$ cat src/rtl/multicycle_ctrl.sv
// multicycle_ctrl: FETCH..WB sequencer for the multicycle MIPS datapath, with a DataMem ready
// handshake and timeout watchdog. Define MC_PERF_CNT_EN to add cycle_cnt/inst_cnt outputs.
module multicycle_ctrl #(
  parameter int MEM_TIMEOUT = 16,
  parameter int CNT_W       = 32
) (
  input  logic       clk,
  input  logic       rst,
  input  logic [5:0] opcode,
  input  logic [5:0] funct,
  input  logic       Zero,
  input  logic       mem_rdy,
  output logic       PCWr,
  output logic       IRWr,
  output logic       RegWrite,
  output logic       MemWrite,
  output logic       ALUSrc,
  output logic [2:0] ALUOp,
  output logic       EXTOp,
  output logic [1:0] RegDst,
  output logic [1:0] RegSrc,
  output logic [1:0] NPCOp,
  output logic [3:0] state,
  output logic       illegal,
  output logic       mem_err
`ifdef MC_PERF_CNT_EN
  ,
  output logic [CNT_W-1:0] cycle_cnt,
  output logic [CNT_W-1:0] inst_cnt
`endif
);

  localparam logic [3:0] S_FETCH  = 4'd0;
  localparam logic [3:0] S_DECODE = 4'd1;
  localparam logic [3:0] S_EXEC   = 4'd2;
  localparam logic [3:0] S_MEMRD  = 4'd3;
  localparam logic [3:0] S_MEMWR  = 4'd4;
  localparam logic [3:0] S_ALUWB  = 4'd5;
  localparam logic [3:0] S_LDWB   = 4'd6;
  localparam logic [3:0] S_BRANCH = 4'd7;
  localparam logic [3:0] S_JUMP   = 4'd8;

  localparam logic [5:0] OP_R     = 6'h00;
  localparam logic [5:0] OP_J     = 6'h02;
  localparam logic [5:0] OP_JAL   = 6'h03;
  localparam logic [5:0] OP_BEQ   = 6'h04;
  localparam logic [5:0] OP_ADDIU = 6'h09;
  localparam logic [5:0] OP_ORI   = 6'h0D;
  localparam logic [5:0] OP_LW    = 6'h23;
  localparam logic [5:0] OP_SW    = 6'h2B;

  localparam logic [5:0] FN_JR    = 6'h08;
  localparam logic [5:0] FN_ADDU  = 6'h21;
  localparam logic [5:0] FN_SUBU  = 6'h23;
  localparam logic [5:0] FN_AND   = 6'h24;
  localparam logic [5:0] FN_OR    = 6'h25;
  localparam logic [5:0] FN_SLT   = 6'h2A;

  localparam logic [2:0] ALU_ADD = 3'b000;
  localparam logic [2:0] ALU_SUB = 3'b001;
  localparam logic [2:0] ALU_AND = 3'b010;
  localparam logic [2:0] ALU_OR  = 3'b011;
  localparam logic [2:0] ALU_SLT = 3'b100;

  localparam int WAIT_W = $clog2(MEM_TIMEOUT);

  if (MEM_TIMEOUT < 2 || CNT_W < 1) begin : g_param_check
    $error("multicycle_ctrl: MEM_TIMEOUT must be >= 2 and CNT_W >= 1");
  end

  logic [3:0]        state_q, state_d;
  logic [WAIT_W-1:0] wait_q, wait_d;
  logic              illegal_q, mem_err_q;
  logic              set_ill, set_err;
  logic              timeout;

  logic is_alu, is_lw, is_sw, is_beq, is_j, is_jal, is_jr, is_jmp;
  logic       alu_src, ext_op;
  logic [2:0] alu_op;
  logic [1:0] reg_dst, reg_src;
  logic       pc_wr, ir_wr, reg_wr, mem_wr;
  logic [1:0] npc_op;

  // Datapath selects are a pure function of the instruction held in InsReg.
  always_comb begin
    is_alu  = 1'b0;
    is_lw   = 1'b0;
    is_sw   = 1'b0;
    is_beq  = 1'b0;
    is_j    = 1'b0;
    is_jal  = 1'b0;
    is_jr   = 1'b0;
    alu_src = 1'b0;
    alu_op  = ALU_ADD;
    ext_op  = 1'b1;
    reg_dst = 2'b00;
    reg_src = 2'b00;
    case (opcode)
      OP_R: begin
        reg_dst = 2'b01;
        case (funct)
          FN_ADDU: is_alu = 1'b1;
          FN_SUBU: begin is_alu = 1'b1; alu_op = ALU_SUB; end
          FN_AND:  begin is_alu = 1'b1; alu_op = ALU_AND; end
          FN_OR:   begin is_alu = 1'b1; alu_op = ALU_OR;  end
          FN_SLT:  begin is_alu = 1'b1; alu_op = ALU_SLT; end
          FN_JR:   is_jr = 1'b1;
          default: ;
        endcase
      end
      OP_ADDIU: begin is_alu = 1'b1; alu_src = 1'b1; end
      OP_ORI:   begin is_alu = 1'b1; alu_src = 1'b1; alu_op = ALU_OR; ext_op = 1'b0; end
      OP_LW:    begin is_lw = 1'b1; alu_src = 1'b1; reg_src = 2'b01; end
      OP_SW:    begin is_sw = 1'b1; alu_src = 1'b1; end
      OP_BEQ:   begin is_beq = 1'b1; alu_op = ALU_SUB; end
      OP_J:     is_j = 1'b1;
      OP_JAL:   begin is_jal = 1'b1; reg_dst = 2'b10; reg_src = 2'b10; end
      default: ;
    endcase
  end

  assign is_jmp  = is_j | is_jal | is_jr;
  assign timeout = (wait_q == WAIT_W'(MEM_TIMEOUT - 1));

  // Memory handshake: the request (MEMRD state / MemWrite) is held every cycle until mem_rdy
  // is high at a rising edge; that edge completes the transfer. mem_rdy wins over timeout.
  always_comb begin
    state_d = state_q;
    wait_d  = '0;
    pc_wr   = 1'b0;
    ir_wr   = 1'b0;
    reg_wr  = 1'b0;
    mem_wr  = 1'b0;
    npc_op  = 2'b00;
    set_ill = 1'b0;
    set_err = 1'b0;
    case (state_q)
      S_FETCH: begin
        ir_wr   = 1'b1;
        state_d = S_DECODE;
      end
      S_DECODE: begin
        if (is_alu || is_lw || is_sw) state_d = S_EXEC;
        else if (is_beq)              state_d = S_BRANCH;
        else if (is_jmp)              state_d = S_JUMP;
        else begin
          pc_wr   = 1'b1;
          set_ill = 1'b1;
          state_d = S_FETCH;
        end
      end
      S_EXEC: begin
        if (is_lw)      state_d = S_MEMRD;
        else if (is_sw) state_d = S_MEMWR;
        else            state_d = S_ALUWB;
      end
      S_MEMRD: begin
        if (mem_rdy) state_d = S_LDWB;
        else if (timeout) begin
          pc_wr   = 1'b1;
          set_err = 1'b1;
          state_d = S_FETCH;
        end else wait_d = wait_q + WAIT_W'(1);
      end
      S_MEMWR: begin
        mem_wr = 1'b1;
        if (mem_rdy) begin
          pc_wr   = 1'b1;
          state_d = S_FETCH;
        end else if (timeout) begin
          pc_wr   = 1'b1;
          set_err = 1'b1;
          state_d = S_FETCH;
        end else wait_d = wait_q + WAIT_W'(1);
      end
      S_ALUWB, S_LDWB: begin
        reg_wr  = 1'b1;
        pc_wr   = 1'b1;
        state_d = S_FETCH;
      end
      S_BRANCH: begin
        pc_wr   = 1'b1;
        npc_op  = Zero ? 2'b01 : 2'b00;
        state_d = S_FETCH;
      end
      S_JUMP: begin
        pc_wr   = 1'b1;
        npc_op  = is_jr ? 2'b11 : 2'b10;
        reg_wr  = is_jal;
        state_d = S_FETCH;
      end
      default: state_d = S_FETCH;
    endcase
  end

  always_ff @(posedge clk or negedge rst) begin
    if (!rst) begin
      state_q   <= S_FETCH;
      wait_q    <= '0;
      illegal_q <= 1'b0;
      mem_err_q <= 1'b0;
    end else begin
      state_q <= state_d;
      wait_q  <= wait_d;
      if (set_ill) illegal_q <= 1'b1;
      if (set_err) mem_err_q <= 1'b1;
    end
  end

  // Gating with rst makes every output drop in the same instant reset asserts.
  assign PCWr     = rst & pc_wr;
  assign IRWr     = rst & ir_wr;
  assign RegWrite = rst & reg_wr;
  assign MemWrite = rst & mem_wr;
  assign ALUSrc   = rst & alu_src;
  assign EXTOp    = rst & ext_op;
  assign ALUOp    = rst ? alu_op  : 3'b000;
  assign RegDst   = rst ? reg_dst : 2'b00;
  assign RegSrc   = rst ? reg_src : 2'b00;
  assign NPCOp    = rst ? npc_op  : 2'b00;
  assign state    = state_q;
  assign illegal  = illegal_q;
  assign mem_err  = mem_err_q;

`ifdef MC_PERF_CNT_EN
  always_ff @(posedge clk or negedge rst) begin
    if (!rst) begin
      cycle_cnt <= '0;
      inst_cnt  <= '0;
    end else begin
      cycle_cnt <= cycle_cnt + CNT_W'(1);
      if (pc_wr) inst_cnt <= inst_cnt + CNT_W'(1);
    end
  end
`endif

endmodule

$ cat config.mk
export PLATFORM = sky130hd
export DESIGN_NAME = multicycle_ctrl
export DESIGN_NICKNAME = d
export VERILOG_FILES = /design/src/rtl/multicycle_ctrl.sv
export SDC_FILE = /design/constraint.sdc
export NUM_CORES = 1
export LEC_CHECK = 0
export ABC_CLOCK_PERIOD_IN_PS = 2029
export CORE_MARGIN = 5
export CORE_UTILIZATION = 40
export CTS_BUF_LIST = sky130_fd_sc_hd__clkbuf_8
export DETAILED_ROUTE_END_ITERATION = 6
export HOLD_SLACK_MARGIN = 0.1
export PLACE_DENSITY = 0.84
export SYNTH_ARGS = -nofsm -noshare
export SYNTH_HDL_FRONTEND = slang
export SYNTH_SLANG_ARGS = --single-unit
$ cat constraint.sdc
create_clock -name clk -period 2.03 [get_ports clk]
set_clock_uncertainty 0.2 [all_clocks]
set_input_delay 0.3045 -clock clk [delete_from_list [all_inputs] [get_ports clk]]
set_output_delay 0.3045 -clock clk [all_outputs]
set_load 0.005 [all_outputs]
## Word-level counts from Yosys, hierarchy flattened

Cells that the tools add are included.

| operators by class | value |
|---|---|
| $add $sub $neg | 1 |
| multiply operators | 0 |
| divide/modulo/power cells | 0 |
| $lt $le $gt $ge | 0 |
| equality and inequality tests | 22 |
| shifts and indexed selects | 0 |
| muxes and demuxes | 46 |
| bitwise operators | 8 |
| reductions and logical operators | 10 |

Operators with widths:

| operator | number |
|---|---|
| 6-bit == test, second input constant | 7 |
| 4-bit two-way mux | 9 |
| 1-bit two-way mux | 23 |
| 4-bit one-hot mux with 5 select lines | 1 |
| 6-bit by 4-bit == test with 1-bit output, second input constant | 3 |
| 4-bit by 3-bit == test with 1-bit output, second input constant | 4 |
| 6-bit by 2-bit == test with 1-bit output, second input constant | 2 |
| 2-bit one-hot mux with 2 select lines | 3 |
| 3-bit one-hot mux with 4 select lines | 1 |
| 3-bit one-hot mux with 3 select lines | 1 |
| 4-bit by 2-bit == test with 1-bit output, second input constant | 2 |
| 4-bit == test, second input constant | 2 |
| 4-bit OR reduction | 2 |
| 1-bit AND | 6 |
| 6-bit by 3-bit == test with 1-bit output, second input constant | 1 |
| 6-bit zero test | 1 |
| 2-bit two-way mux | 3 |
| 3-bit two-way mux | 2 |
| 2-bit OR reduction | 3 |
| 5-bit OR reduction | 1 |
| 4-bit by 1-bit adder with 4-bit output, second input constant | 1 |
| 4-bit by 1-bit == test with 1-bit output, second input constant | 1 |
| 4-bit zero test | 1 |
| 1-bit one-hot mux with 2 select lines | 2 |
| other kinds (3) | 5 |

| word-level totals | value |
|---|---|
| bits in registers | 10 |
| bits in latches | 0 |
| RAM bits | 0 |
| bits in read-only memories | 0 |
| output and inout port bits | 21 |
| word-level logic and storage cells | 91 |
| memories kept | 0 |

## Logic depth before layout (Yosys ltp)

| logic depth | value |
|---|---|
| depth in word-level cells | 9 |
| gate-level depth with buffers | 7 |
| mapped depth without buffers | 6 |

## Least setup slack after synthesis

OpenSTA, ideal clock, no wires.

| timing | value |
|---|---|
| path type | input -> output |
| start point | input opcode[5] |
| end point | output RegWrite |
| arrival | 1.540 ns |
| required time | 1.525 ns |
| path slack | -0.015 ns |
| cell stages on the path | 5 |
| buffers on the path | 0 |
| path through | or4_2 -> nor4_1 -> a21oi_1 -> o22ai_1 -> and2_1 |

| between the ends | value |
|---|---|
| cells in the longest elaborated chain, start to end | 4 |

RTL lines:

| element | RTL line | RTL |
|---|---|---|
| from (decl) | 9 | `input logic [5:0] opcode,` |
| 6-bit by 2-bit == test with 1-bit output | 98 | `case (opcode)` |
| 1-bit two-way mux | 98 |  |
| 1-bit one-hot mux with 2 select lines | 137 | `case (state_q)` |
| 1-bit AND | 213 | `assign RegWrite = rst & reg_wr;` |
| to (decl) | 15 | `output logic RegWrite,` |

Every way passes these cells.

## Final worst setup path

| timing | value |
|---|---|
| start point | register state_q[3] (netlist: state[3]) |
| end point | output RegWrite |

| between the ends | value |
|---|---|
| cells in the longest elaborated chain, start to end | 4 |
| elaborated cells on any way between the ends | 6 |
| classes of those cells | 3 x eq/ne; 1 x mux; 1 x bitwise; 1 x reduce/logical |

RTL lines:

| element | RTL line | RTL |
|---|---|---|
| from (decl) | 71 | `logic [3:0] state_q, state_d;` |
| from (signal assigned) | 203 | `state_q <= state_d;` |
| 4-bit by 3-bit == test with 1-bit output | 137 |  |
| 2-bit OR reduction | 137 |  |
| 1-bit one-hot mux with 2 select lines * | 137 |  |
| 1-bit AND * | 213 |  |

Mark *: on every way between the ends. The rest lies on a longest branch, timed or not.

==> flow_summary.yaml <==
setup_path:
  crit_chain: "nand2b_1 > nor4_4 > a21oi_1 > o22ai_1 > and2_1 > buf_2"
  required_ps: 1530
  reg2reg_slack_ps: -120
  reg2regPathDepth: 7
  r2r_start: "wait_q[1]"
  max_stage_delay_ps: 510
  worst-path-buf-inv: 1
  crit_fanout: 6
  critPathKind: "flip-flop to output pin"
  arrival_ps: 1830
  startpoint_type: "flip-flop"
  endpoint_kind: "output pin"
  worst_r2r_endpoint: "state[2]"
  critPathSlowestCell: "dfrtp_1"
  crit_family: "simple AND/OR/NAND/NOR gates"
final_layout:
  instances_no_fill: 258
  nNetsFinal: 248
  layout-drive-gt1-share_pct: 60.0
  n_antenna_cell: 0
  fill_cells: 74
  synthToLayoutAreaGrowth_pct: 121
  finish.utilization_pct: 94.1
  post-route-cell-area_sq_um: 2100
grt:
  grt_max_degree: 10
  overflow: 0
  first_global_vias: 1698
  grt_pass1_wl_um: 9300
  grt_usage_pct: 36.3
  antenna_found_initial: 0
timing:
  setup_ws_ps: -306
  worst_pin_slew_ps: 529
  setup_viol: 12
  worst_hold_slack_ps: 166
  min_period_ps: 2340
  hold_violations: 0
  finalSetupTns_ps: -1720
  finalCritPeriodShare_pct: 115
  final_max_slew_viol_count: 0
  max_freq_ghz: 0.428
  slew-limit-headroom_pct: 64.2
  rsz0062_at_grt: "true"
detailed_routing:
  vias: 1688
  top_layer_used: "met4"
  wl_met3_um: 807
  dr.first_iter.drc_count: 228
  wire_per_inst_um: 26.0
  ant_nets: 0
  wl_um: 6720
  drt_pass1_iterations: 5
  via_per_inst: 6.54
  drc: 0
  wl_met1_um: 2250
  dr_wl_met2_um: 3110
yosys:
  synth_area_sq_um: 950
  ys_seq_elements: 10
  syn_inst: 123
  ys_dominant_reg_cell: "dfrtp_1"
  synth_area_leaders: "dfrtp_1 26%, nor2_1 6.7%, nor3_1 4.7%"
  yosysTopAreaCell: "dfrtp_1"
  ys_warn_count: 0
  synth_most_common_cell: "nor2_1"
  syn_nets: 140
  synth_edf_count: 0
  synth_cell_types: 49
  synth_top_area_share_pct: 26.4
  synth_seq_area_share_pct: 26.4
  syn_area_per_cell_sq_um: 7.72
  synth-async-reset-ratio_pct: 100
  synth_common_cells: "17 x nor2_1, 10 x dfrtp_1, 10 x nand2_1"
floorplan:
  core_area_sq_um: 2230
  fp.dieW_um: 58.7
  start_util_pct: 42.5
  rows: 17
  die_height_um: 58.7
  die_area_sq_um: 3450
  pin_count: 37
clock_tree:
  clk_pin_slew_ps: 50
  clk_latency_ps: 250
  h-tree-depth: 1
  clockBufferDepth: 2
  cts_sinks: 10
  root_buffer: "clkbuf_8"
  cts_tree: "yes"
  cts_inserted_buffers: 3
hold_path:
  hold_path.class: "input pin to async pin"
pwr:
  pwr_density_cell_nw_per_um2: 646
  p_leak_uw: 0.000943
  vdd_drop_max_mv: 0.925
run:
  drv_cap: 0
status:
  violations: "setup timing"
  outcome: "complete, but fails checks"
placement:
  place_area_sq_um: 1680
  dp.cells: 231
  gp_congestion: 0.941
  io_buffers: 36
  dp_hpwl_um: 3010
## layout make-up
type / count / area (sq um) / share of cell area, %
Multi-Input combinational cell: 104 / 870 / 41.4
Tap cell: 28 / 35.0 / 1.67
Clock buffer: 4 / 55.1 / 2.62
Sequential cell: 10 / 250 / 11.9
Timing Repair Buffer: 110 / 885 / 42.1
Inverter: 2 / 7.51 / 0.357
## where the power goes
part	internal [uW]	switching, uW	leakage (uW)
clock	171	82.1	0.0000288
combinational	406	432	0.000786
sequential	228	40.0	0.000128
total	804	554	0.000943
## what timing repair did
action,4_1_cts,5_1_grt
endpoints found under the hold margin,10,0
pin swaps,25,13
endpoints found under the setup margin,19,20
setup buffers,18,6
resized for setup,123,34
hold buffers,2,0
## routing by layer
| layer | up-vias | global-route usage, % |
|---|---|---|
| met5 | - | 0 |
| met4 | 0 | 19.1 |
| met3 | 54 | 8.55 |
| met2 | 173 | 60.7 |
| met1 | 790 | 42.6 |
| li1 | 671 | - |
## cells by family after synthesis
logic type / after synthesis / synth area share, %
compound gates: 22 / 16.3
xor+xnor: 3 / 2.77
fa+ha+maj: 1 / 1.32
buf+inv: 9 / 5.40
flops: 10 / 26.4
simple gates: 78 / 47.8
## worst max-delay path by stage
stage / startpoint / cells past startpoint / slack [ps] / to
finish: state[3] / 6 / -310 / RegWrite
CTS: wait_q[1] / 7 / -170 / PCWr
detailed placement: opcode[5] / 7 / -1030 / ALUOp[1]
global route: state[3] / 6 / -320 / RegWrite
global placement: opcode[5] / 7 / -950 / ALUOp[1]
floorplan: opcode[0] / 6 / 4 / PCWr
## stage by stage
| step | worst slack (ps) | total power, uW |
|---|---|---|
| floorplan | 3.51 | 524 |
| CTS | -171 | 1200 |
| finish | -306 | 1360 |
| detailed placement | -1030 | 853 |
| global placement | -953 | 826 |
| global route | -317 | 1390 |
## worst register-to-register path: stages, from the launching register on
cell,delay [ps]
dfrtp_1,400
ha_2,230
and3_4,180
buf_4,140
buf_4,140
nor4b_1,460
nor3_1,150
nor3b_2,190
## layout by cell type (no fill, tap or decap), drive strengths merged, types with 4 or more instances in the layout
master,instances
buf,89
nor2,17
dfrtp,10
nand2,10
nor3,9
clkdlybuf4s50,8
clkbuf,7
nand3,6
nor2b,5
nand2b,4
dlygate4sd2,4
nor4,4
clkdlybuf4s15,4
a21oi,4
## flip-flops by register name, summed over array words and instances, names as in the netlist
signal,count
illegal,1
mem_err,1
state,4
wait_q,4
No activity file was read; power rests on OpenSTA's default activity.
